`config.mk`:
```
export PLATFORM = sky130hd
export DESIGN_NAME = shreg_seq_flat
export DESIGN_NICKNAME = d
export VERILOG_FILES = /design/src/rtl/shreg_seq_if.sv /design/src/rtl/shreg_seq.sv /design/src/flat_wrapper.sv
export SDC_FILE = /design/constraint.sdc
export NUM_CORES = 1
export LEC_CHECK = 0
export BUFFER_PORTS_ARGS = -buffer_cell sky130_fd_sc_hd__buf_2
export CAP_MARGIN = 20
export CORE_ASPECT_RATIO = 1.75
export CORE_MARGIN = 3
export CORE_UTILIZATION = 40
export CTS_CLUSTER_SIZE = 12
export DETAILED_ROUTE_END_ITERATION = 8
export SLEW_MARGIN = 15
export SYNTH_ARGS = -nofsm -noshare
export SYNTH_HDL_FRONTEND = slang
export SYNTH_SLANG_ARGS = --single-unit
```
`constraint.sdc`:
```
create_clock -name clk -period 1.55 [get_ports clk]
set_input_delay 0.155 -clock clk [delete_from_list [all_inputs] [get_ports clk]]
set_output_delay 0.155 -clock clk [all_outputs]
set_load 0.03 [all_outputs]
```
`src/rtl/shreg_seq_if.sv`:
```
// Command/status bundle for shreg_seq. The abort/aborted pair exists only when
// SHREG_ABORT_EN is defined.
interface shreg_seq_if #(
  parameter int unsigned WIDTH = 8,
  parameter int unsigned AMT_W = 4
) ();
  logic             start;
  logic [2:0]       op;
  logic [AMT_W-1:0] amt;
  logic [WIDTH-1:0] data_in;
  logic             ser_in_msb;
  logic             ser_in_lsb;
  logic [WIDTH-1:0] data_out;
  logic             carry_out;
  logic             busy;
  logic             done;
`ifdef SHREG_ABORT_EN
  logic             abort;
  logic             aborted;

  modport master (
    output start, op, amt, data_in, ser_in_msb, ser_in_lsb, abort,
    input  data_out, carry_out, busy, done, aborted
  );
  modport slave (
    input  start, op, amt, data_in, ser_in_msb, ser_in_lsb, abort,
    output data_out, carry_out, busy, done, aborted
  );
`else
  modport master (
    output start, op, amt, data_in, ser_in_msb, ser_in_lsb,
    input  data_out, carry_out, busy, done
  );
  modport slave (
    input  start, op, amt, data_in, ser_in_msb, ser_in_lsb,
    output data_out, carry_out, busy, done
  );
`endif
endinterface

```
`src/rtl/shreg_seq.sv`:
```
// Universal shift register with a bit-serial sequencer: one shift position per clock.
// Define SHREG_ABORT_EN to add abort/aborted for cancelling a running command.
module shreg_seq #(
  parameter int unsigned WIDTH = 8,
  parameter int unsigned AMT_W = 4
) (
  input logic        clk,
  input logic        clr,
  shreg_seq_if.slave bus
);

  localparam logic [2:0] OpLoad = 3'b000;
  localparam logic [2:0] OpShl  = 3'b001;
  localparam logic [2:0] OpShr  = 3'b010;
  localparam logic [2:0] OpSra  = 3'b011;
  localparam logic [2:0] OpRol  = 3'b100;
  localparam logic [2:0] OpRor  = 3'b101;
  localparam logic [2:0] OpShls = 3'b110;
  localparam logic [2:0] OpShrs = 3'b111;

  localparam logic [0:0] StIdle = 1'b0;
  localparam logic [0:0] StRun  = 1'b1;

  localparam logic [AMT_W-1:0] AmtOne = AMT_W'(1);

  logic [0:0]       state_q, state_d;
  logic [2:0]       op_q, op_d;
  logic [AMT_W-1:0] cnt_q, cnt_d;
  logic [WIDTH-1:0] data_q, data_d;
  logic             carry_q, carry_d;
  logic             done_q, done_d;

  logic [2:0]       step_op;
  logic [WIDTH-1:0] step_data;
  logic             step_carry;
  logic             abort_req;

`ifdef SHREG_ABORT_EN
  logic aborted_q, aborted_d;

  assign abort_req = bus.abort;
  assign aborted_d = (state_q == StRun) && bus.abort;

  always_ff @(posedge clk or negedge clr) begin
    if (!clr) begin
      aborted_q <= 1'b0;
    end else begin
      aborted_q <= aborted_d;
    end
  end

  assign bus.aborted = aborted_q;
`else
  assign abort_req = 1'b0;
`endif

  // The first step happens on the accept edge, so in IDLE the live op drives the shifter.
  always_comb begin
    step_op    = (state_q == StRun) ? op_q : bus.op;
    step_data  = data_q;
    step_carry = 1'b0;
    case (step_op)
      OpShl: begin
        step_carry = data_q[WIDTH-1];
        step_data  = {data_q[WIDTH-2:0], 1'b0};
      end
      OpShr: begin
        step_carry = data_q[0];
        step_data  = {1'b0, data_q[WIDTH-1:1]};
      end
      OpSra: begin
        step_carry = data_q[0];
        step_data  = {data_q[WIDTH-1], data_q[WIDTH-1:1]};
      end
      OpRol: begin
        step_carry = data_q[WIDTH-1];
        step_data  = {data_q[WIDTH-2:0], data_q[WIDTH-1]};
      end
      OpRor: begin
        step_carry = data_q[0];
        step_data  = {data_q[0], data_q[WIDTH-1:1]};
      end
      OpShls: begin
        step_carry = data_q[WIDTH-1];
        step_data  = {data_q[WIDTH-2:0], bus.ser_in_lsb};
      end
      OpShrs: begin
        step_carry = data_q[0];
        step_data  = {bus.ser_in_msb, data_q[WIDTH-1:1]};
      end
      default: begin
        step_carry = 1'b0;
        step_data  = data_q;
      end
    endcase
  end

  always_comb begin
    state_d = state_q;
    op_d    = op_q;
    cnt_d   = cnt_q;
    data_d  = data_q;
    carry_d = carry_q;
    done_d  = 1'b0;
    if (state_q == StIdle) begin
      if (bus.start) begin
        if (bus.op == OpLoad) begin
          data_d  = bus.data_in;
          carry_d = 1'b0;
          done_d  = 1'b1;
        end else if (bus.amt == '0) begin
          done_d = 1'b1;
        end else begin
          data_d  = step_data;
          carry_d = step_carry;
          if (bus.amt == AmtOne) begin
            done_d = 1'b1;
          end else begin
            state_d = StRun;
            op_d    = bus.op;
            cnt_d   = bus.amt - AmtOne;
          end
        end
      end
    end else if (abort_req) begin
      // Abort wins over the final step: registers keep their partial result.
      state_d = StIdle;
    end else begin
      data_d  = step_data;
      carry_d = step_carry;
      cnt_d   = cnt_q - AmtOne;
      if (cnt_q == AmtOne) begin
        done_d  = 1'b1;
        state_d = StIdle;
      end
    end
  end

  always_ff @(posedge clk or negedge clr) begin
    if (!clr) begin
      state_q <= StIdle;
      op_q    <= OpLoad;
      cnt_q   <= '0;
      data_q  <= '0;
      carry_q <= 1'b0;
      done_q  <= 1'b0;
    end else begin
      state_q <= state_d;
      op_q    <= op_d;
      cnt_q   <= cnt_d;
      data_q  <= data_d;
      carry_q <= carry_d;
      done_q  <= done_d;
    end
  end

  assign bus.data_out  = data_q;
  assign bus.carry_out = carry_q;
  assign bus.busy      = (state_q == StRun);
  assign bus.done      = done_q;

endmodule

```
`src/flat_wrapper.sv`:
```
// flat-port wrapper written by rule: the top's interface ports become plain ports
module shreg_seq_flat 
#(
  parameter int unsigned WIDTH = 8,
  parameter int unsigned AMT_W = 4
)
  (clk, clr, bus_start, bus_op, bus_amt, bus_data_in, bus_ser_in_msb, bus_ser_in_lsb, bus_data_out, bus_carry_out, bus_busy, bus_done);
  shreg_seq_if #(.WIDTH(WIDTH), .AMT_W(AMT_W)) bus_i ();
  input logic clk;
  input logic clr;
  input wire logic [$bits(bus_i.start)-1:0] bus_start;
  input wire logic [$bits(bus_i.op)-1:0] bus_op;
  input wire logic [$bits(bus_i.amt)-1:0] bus_amt;
  input wire logic [$bits(bus_i.data_in)-1:0] bus_data_in;
  input wire logic [$bits(bus_i.ser_in_msb)-1:0] bus_ser_in_msb;
  input wire logic [$bits(bus_i.ser_in_lsb)-1:0] bus_ser_in_lsb;
  output wire logic [$bits(bus_i.data_out)-1:0] bus_data_out;
  output wire logic [$bits(bus_i.carry_out)-1:0] bus_carry_out;
  output wire logic [$bits(bus_i.busy)-1:0] bus_busy;
  output wire logic [$bits(bus_i.done)-1:0] bus_done;
  assign bus_i.start = bus_start;
  assign bus_i.op = bus_op;
  assign bus_i.amt = bus_amt;
  assign bus_i.data_in = bus_data_in;
  assign bus_i.ser_in_msb = bus_ser_in_msb;
  assign bus_i.ser_in_lsb = bus_ser_in_lsb;
  assign bus_data_out = bus_i.data_out;
  assign bus_carry_out = bus_i.carry_out;
  assign bus_busy = bus_i.busy;
  assign bus_done = bus_i.done;
  shreg_seq #(.WIDTH(WIDTH), .AMT_W(AMT_W)) u_core (.clk(clk), .clr(clr), .bus(bus_i));
endmodule
```
; After elaboration in Yosys (flattened, before gate mapping)
; Index checks and enable logic that the tools add are counted.
[word_totals]
register_bits = 18
input_bits = 20
output_inout_bits = 11
wordCells = 61
[op_classes]
addsub = 2
n_eq_ne = 13
muxes = 28
bitwise = 4
n_reduce_logical = 8
[ops]
columns = cell, n
row1 = $pmux W8 S7, 1
row2 = $mux W8, 4
row3 = $mux W4, 5
row4 = $mux W1, 16
row5 = $eq A3 B3 Y1 const B, 4
row6 = $eq A4 B1 Y1 const B, 2
row7 = $sub A4 B1 Y4 const B, 2
row8 = $eq A3 B2 Y1 const B, 2
row9 = $ne A2 B1 Y1 const B, 3
row10 = $reduce_and A5 Y1, 1
row11 = $logic_not A4 Y1, 1
row12 = $not A1 Y1, 4
row13 = $reduce_and A4 Y1, 1
row14 = $reduce_or A4 Y1, 1
row15 = $eq A3 B1 Y1 const B, 1
row16 = $logic_not A3 Y1, 1
row17 = $mux W3, 1
row18 = $ne A3 B1 Y1 const B, 1
row19 = $reduce_or A3 Y1, 1
row20 = $pmux W1 S2, 1
row21 = $reduce_and A2 Y1, 1
row22 = $reduce_bool A2 Y1, 1

; Longest topological paths before layout
; Gate-level depths: netlist (run 1).
[logic_depth]
depth_word = 8
mapped_depth = 8
ltp_nobuf = 7

; Worst setup path after synthesis (run 1)
; Ideal clock, no wire load.
[synth_timing]
kind = register -> register
startpoint = register u_core.state_q, in the netlist u_core.bus.busy
endpoint = register u_core.data_q[1], in the netlist u_core.bus.data_out[1]
setup_ps = 126
arrival_time_ps = 1778
t_required_ps = 1424
path_slack_ps = -355
path_stages_with_launch = 7
path_buffers = 1
synth_period_minus_slack_ps = 1905
cell_sequence = dfrtp_1 > buf_4 > mux2i_2 > nand2_1 > o21ai_2 > a222oi_1 > a311o_1
[synth_via]
elab_chain_len = 7
word_cells_on_any_way = 16
cone_classes = eq/ne (8) / mux (6) / reduce/logical (2)
[synth_rtl]
columns = element, line_no
row1 = start: declaration, shreg_seq.sv:26  ; logic [0:0] state_q, state_d;
row2 = start signal: assignment, shreg_seq.sv:141  ; state_q <= StIdle;
row3 = start signal: assignment, shreg_seq.sv:148  ; state_q <= state_d;
row4 = $mux W3, shreg_seq.sv:59  ; step_op = (state_q == StRun) ? op_q : bus.op;
row5 = $eq A3 B3 Y1 (tied with other cells), shreg_seq.sv:62  ; case (step_op)
row6 = $pmux W8 S7, shreg_seq.sv:62
row7 = $mux W8, shreg_seq.sv:111  ; end else if (bus.amt == '0) begin
row8 = $mux W8, shreg_seq.sv:107  ; if (bus.op == OpLoad) begin
row9 = $mux W8, shreg_seq.sv:106  ; if (bus.start) begin
row10 = $mux W8, shreg_seq.sv:105  ; if (state_q == StIdle) begin
row11 = end signal: assignment, shreg_seq.sv:151  ; data_q <= data_d;
row12 = end: declaration, shreg_seq.sv:29  ; logic [WIDTH-1:0] data_q, data_d;
; Several ways; a longest one is shown, not always the timed one. The select of a mux whose other input is x is not followed.
; A chain may end at the register's enable or synchronous reset.

; Worst setup path in the final report (run 1)
[layout_timing]
startpoint = register u_core.state_q, in the netlist u_core.bus.busy
endpoint = register u_core.data_q[7], in the netlist u_core.bus.data_out[7]
; The elaborated chain is that of the path after synthesis.

==> results.sh, run 1 <==
export IMPL_yosysWarnings=0
export IMPL_vias=1296
export IMPL_max_stage_delay_ps=470
export IMPL_synth_area_per_cell_sq_um=9.25
export IMPL_die_area_sq_mm=0.00401
export IMPL_route_detailed_drc=0
export IMPL_dr_first_iter_drc_count=16
export IMPL_final_core_util=0.627
export IMPL_clk_pin_slew_worst_paths_ps=80
export IMPL_first_pass_iters=4
export IMPL_start_util=0.431
export IMPL_dp_hpwl_mm=2.77
export IMPL_clkPwrFrac=0.086
export IMPL_run_status="finished, violations left"
export IMPL_violations="setup timing"
export IMPL_place_congestion=0.810
export IMPL_p_comb_frac=0.660
export IMPL_tns_ps=-848
export IMPL_grt_pass1_wl_mm=6.33
export IMPL_seq_area_frac_synth=0.345
export IMPL_r2r_setup_slack_ps=-160
export IMPL_crit_family="multiplexers"
export IMPL_grt_max_degree=19
export IMPL_slew_headroom=0.714
export IMPL_max_cap_viol_count=0
export IMPL_clock_sinks=18
export IMPL_worstPathArrival_ps=1860
export IMPL_rows=26
export IMPL_crit_type="reg2reg"
export IMPL_p_int_mw=2.23
export IMPL_p_per_area_mw_per_mm2=2130
export IMPL_end_kind="flop"
export IMPL_io_pins=31
export IMPL_grt_ovfl_total=0
export IMPL_synthCells=141
export IMPL_cts_max_level=1
export IMPL_irDropWorstVdd_mv=1.25
export IMPL_final_setup_worst_slack_ps=-159
export IMPL_worstPathRequired_ps=1700
export IMPL_seq_area_sq_um=452
export IMPL_synthArstFlopShare=1.00
export IMPL_multi_input_area_sq_um=880
export IMPL_area_delta_synth_final_pct=45.5
export IMPL_fp_dieH_um=81.5
export IMPL_tightest_slew_ps=428
export IMPL_synth_cell_types=41
export IMPL_fin_cells=245
export IMPL_synth_area_sq_mm=0.00130
export IMPL_wirelength_mm=3.61
export IMPL_syn_nets=165
export IMPL_viasPerCell=5.29
export IMPL_clockBufferDepth=2
export IMPL_antenna_found_initial=0
export IMPL_cts_made_buffers=3
export IMPL_synth_edff_count=0
export IMPL_cts_root_buffer="clkbuf_8"
export IMPL_drive_gt1_frac=0.478
export IMPL_hp_class="in2reg"
export IMPL_port_buffers=30
export IMPL_rsz0062_at_grt="true"
export IMPL_ys_flop_type="dfrtp_1"
export IMPL_worstPathMaxFanout=7
export IMPL_nets=228
export IMPL_fillers=278
export IMPL_pwr_share_seq=0.254
export IMPL_die_w_um=49.2
export IMPL_core_sq_mm=0.00303
export IMPL_grt_pass1_vias=1390
export IMPL_diodes=0
export IMPL_setup_viol_count_final=9
export IMPL_ant_nets=0
export IMPL_layout_common_cells="buf_2 (30), buf_4 (30), dfrtp_1 (17)"
export IMPL_worst_path_max_delay_cell="dfrtp_2"
export IMPL_slew_viol_final=0
export IMPL_max_freq_mhz=585
export IMPL_ys_ff_latch=18
export IMPL_post_drt_wl_per_cell_um=14.7
export IMPL_skew_ps=8.50
export IMPL_min_period_ps=1710
export IMPL_min_period_over_period=1.10
export IMPL_cts_tree="done"
export IMPL_grtUsageTotal=0.200
export IMPL_cp_cell_sequence="mux2_4 > mux2i_4 > nand2b_1 > a31oi_1 > o31a_1"
export IMPL_p_leak_nw=0.878
export IMPL_hold_viol=0
export IMPL_swShare=0.448
export IMPL_start_kind="flop"
export IMPL_critPathBufInv=0
export IMPL_dp_cells=236
export IMPL_insertion_delay_ps=260
export IMPL_p_switching_mw=1.81
==> kinds of logic after synthesis <==
family	synth area share
AO/OA/AOI/OAI	0.294
adder cells (fa/ha/maj)	0.0384
multiplexers	0.107
XOR/XNOR	0.0269
buffers and inverters	0.0557
AND/OR/NAND/NOR	0.133
flip-flops	0.345
==> layer usage <==
layer,vias up,track usage,share of wire
met5,-,0,0
met4,0,0.0769,0.012
met3,6,0.0200,0.030
met2,24,0.378,0.54
li1,643,-,-
met1,623,0.227,0.42
==> cells in the mapped netlist, types with 5 or more instances <==
cell type   n  share of area
nand2_1    11          0.032
o2bb2ai_1   5          0.034
nor2_1      9          0.026
o21ai_0     6          0.023
o21a_1      5          0.029
inv_1      10          0.029
dfrtp_1    18           0.35
o21ai_1    10          0.038
a21oi_1     7          0.027
==> cell type report <==
type	instances	area share
multi-input cells	106	0.464
flip-flops and latches	18	0.238
repair buffers	65	0.227
well taps	42	0.0277
clock buffers	4	0.0237
inverters	10	0.0198
==> flip-flops by register name (all words and copies together), names as in the netlist <==
signal / count
u_core.bus.busy: 1
u_core.op_q: 3
u_core.bus.carry_out: 1
u_core.bus.done: 1
u_core.cnt_q: 4
u_core.bus.data_out: 8
==> power by group through the flow <==
stage | Sequential, mW | Combinational, mW | Clock, mW
finish | 1.03 | 2.67 | 0.348
floorplan | 1.19 | 1.36 | 0
CTS | 1.02 | 2.65 | 0.356
global route | 1.07 | 2.93 | 0.366
detailed placement | 1.03 | 2.35 | 0
global placement | 1.01 | 2.29 | 0
==> through the flow <==
| step | total power [mW] | cell area, sq um | hold slack, ps | setup slack [ps] |
|---|---|---|---|---|
| final | 4.04 | 1900 | 141 | -159 |
| after global routing | 4.37 | 1900 | 168 | -257 |
| after CTS | 4.03 | 1890 | 146 | -134 |
| after detailed placement | 3.38 | 1720 | 123 | -214 |
| after global placement | 3.30 | 1720 | 106 | -160 |
| after floorplan | 2.55 | 1340 | -141 | -224 |
==> timing repair <==
action,4_1_cts,5_1_grt
endpoints found under the hold margin,18,0
setup buffers,4,0
pin swaps,3,1
endpoints found under the setup margin,9,9
hold buffers,1,0
gates resized for setup,18,2
==> path summary, 6_finish.rpt <==
check,startpoint,to,cells after the start
max in group asynchronous,clr,u_core.bus.busy,2
min in group asynchronous,clr,u_core.bus.data_out[1],2
max,u_core.bus.busy,u_core.bus.data_out[7],5
min reg2reg,u_core.bus.carry_out,u_core.bus.carry_out,2
max reg2reg,u_core.bus.busy,u_core.bus.data_out[7],5
min,bus_data_in[1],u_core.bus.data_out[1],2
==> worst reg2reg max path, stage by stage (launching register included) <==
cell,delay [ps]
dfrtp_2,470
mux2_4,360
mux2i_4,280
nand2b_1,170
a31oi_1,90
o31a_1,240
Power figures use the tool's default switching activity.
==> run 2, diff against run 1 <==
SETUP_SLACK_MARGIN = 0.02   (was unset)
clock period = 1.79 ns   (was 1.55 ns; I/O delays follow)
==> results.sh, run 2 (synthesized netlist as in run 1, its figures left out) <==
export IMPL_run_status="completed"
export IMPL_dp_slack_ps=-28.3
export IMPL_first_pass_iters=4
export IMPL_port_buffers=30
export IMPL_final_core_util=0.560
export IMPL_route_detailed_drc=0
export IMPL_grt_pass1_wl_mm=5.59
export IMPL_slew_viol_final=0
export IMPL_cts_tree="done"
export IMPL_final_setup_worst_slack_ps=99.0
export IMPL_whs_ps=165
export IMPL_end_kind="flop"
export IMPL_place_congestion=0.859
export IMPL_slew_headroom=0.720
export IMPL_p_per_area_mw_per_mm2=1870
export IMPL_grt_max_degree=19
export IMPL_max_cap_viol_count=0
export IMPL_largest_reg_flops=8
export IMPL_crit_type="reg2reg"
export IMPL_min_period_ps=1690
export IMPL_setup_viol_count_final=0
export IMPL_hold_viol=0
export IMPL_worstPathMaxFanout=6
export IMPL_cts_max_level=1
export IMPL_area_delta_synth_final_pct=30.0
export IMPL_rr_worst_depth=6
export IMPL_rsz0062_at_grt="true"
export IMPL_grt_ovfl_total=0
export IMPL_dr_first_iter_drc_count=55
export IMPL_core_sq_mm=0.00303
export IMPL_cts_made_buffers=3
export IMPL_grt_pass1_vias=1263
export IMPL_drive_gt1_frac=0.374
export IMPL_p_leak_nw=0.781
export IMPL_fp_dieH_um=81.5
export IMPL_dp_hpwl_mm=2.53
export IMPL_reg2reg_from="u_core.bus.busy"
export IMPL_post_drt_wl_per_cell_um=14.3
export IMPL_max_freq_mhz=591
export IMPL_vias=1229
export IMPL_irDropWorstVdd_mv=1.04
export IMPL_tightest_slew_ps=420
export IMPL_viasPerCell=5.37
export IMPL_start_util=0.431
export IMPL_grtUsageTotal=0.178
export IMPL_min_period_over_period=0.945
export IMPL_fin_area_sq_mm=0.00170
export IMPL_endpoint="u_core.bus.data_out[4]"
export IMPL_r2r_end="u_core.bus.data_out[4]"
export IMPL_crit_start="u_core.bus.busy"
export IMPL_clockBufferDepth=2
export IMPL_clock_sinks=18
export IMPL_cts_root_buffer="clkbuf_8"
export IMPL_worstPathRequired_ps=1930
export IMPL_start_kind="flop"
export IMPL_worstPathArrival_ps=1830
export IMPL_die_area_sq_mm=0.00401
export IMPL_diodes=0
export IMPL_clk_pin_slew_worst_paths_ps=70
export IMPL_insertion_delay_ps=250
export IMPL_io_pins=31
export IMPL_rows=26
export IMPL_place_area_sq_mm=0.00159
export IMPL_skew_ps=1.20
export IMPL_die_w_um=49.2
export IMPL_fillers=283
export IMPL_antenna_found_initial=0
export IMPL_wirelength_mm=3.28
export IMPL_hp_class="in2reg"
export IMPL_r2r_setup_slack_ps=100
export IMPL_layout_commonest_cell="buf_2"
export IMPL_nets=212
export IMPL_tns_ps=0
export IMPL_ant_nets=0
export IMPL_layout_common_cells="buf_2 (30), buf_4 (17), dfrtp_1 (17)"
run 2: how the worst min path moves through the flow:
stage / startpoint / to / slack, ps / cells past startpoint
finish: bus_data_in[4] / u_core.bus.data_out[4] / 170 / 2
global route: bus_data_in[4] / u_core.bus.data_out[4] / 170 / 2
CTS: bus_data_in[4] / u_core.bus.data_out[4] / 160 / 2
detailed placement: clr / u_core.bus.data_out[4] / 140 / 1
global placement: clr / u_core.bus.data_out[4] / 140 / 1
floorplan: clr / u_core.bus.busy / -120 / 0
run 2: worst max-delay path, stage by stage (launching register included):
cell and delay [ps]:
dfrtp_2 460, buf_4 160, mux2i_4 290, nand2_1 130
o21ai_2 110, a222oi_1 140, a311o_1 280
run 2: area by class of cell:
| type | count | area, sq um | area share |
|---|---|---|---|
| inverters | 10 | 37.5 | 0.0221 |
| well taps | 42 | 52.6 | 0.0310 |
| multi-input cells | 106 | 800 | 0.472 |
| flip-flops and latches | 18 | 452 | 0.266 |
| repair buffers | 49 | 299 | 0.176 |
| clock buffers | 4 | 55.1 | 0.0325 |
run 2: metal layers:
layer  part of all wire  vias up  GRT usage
met1               0.43      576      0.204
met4              0.014        0     0.0712
li1                   -      609          -
met2               0.52       38      0.333
met5                  0        -          0
met3              0.044        6     0.0200
run 2: stage by stage:
| stage | power, mW | cells |
|---|---|---|
| 5_1_grt | 3.42 | 229 |
| 6_report | 3.16 | 229 |
| 4_1_cts | 3.14 | 229 |
| 3_3_place_gp | 2.72 | 221 |
| 2_1_floorplan | 2.19 | 141 |
| 3_5_place_dp | 2.76 | 221 |
run 2: what timing repair did:
item | 4_1_cts | 5_1_grt
pin swaps | 0 | 3
hold buffers | 1 | 0
setup endpoints to repair | 1 | 7
hold endpoints to repair | 18 | 0
setup buffers | 3 | 0
resized for setup | 0 | 5
run 2: report_power, final:
group,internal [mW],switching (mW),total [mW]
Combinational,0.924,1.04,1.96
Clock,0.195,0.137,0.333
Sequential,0.623,0.248,0.871
Total,1.74,1.42,3.16
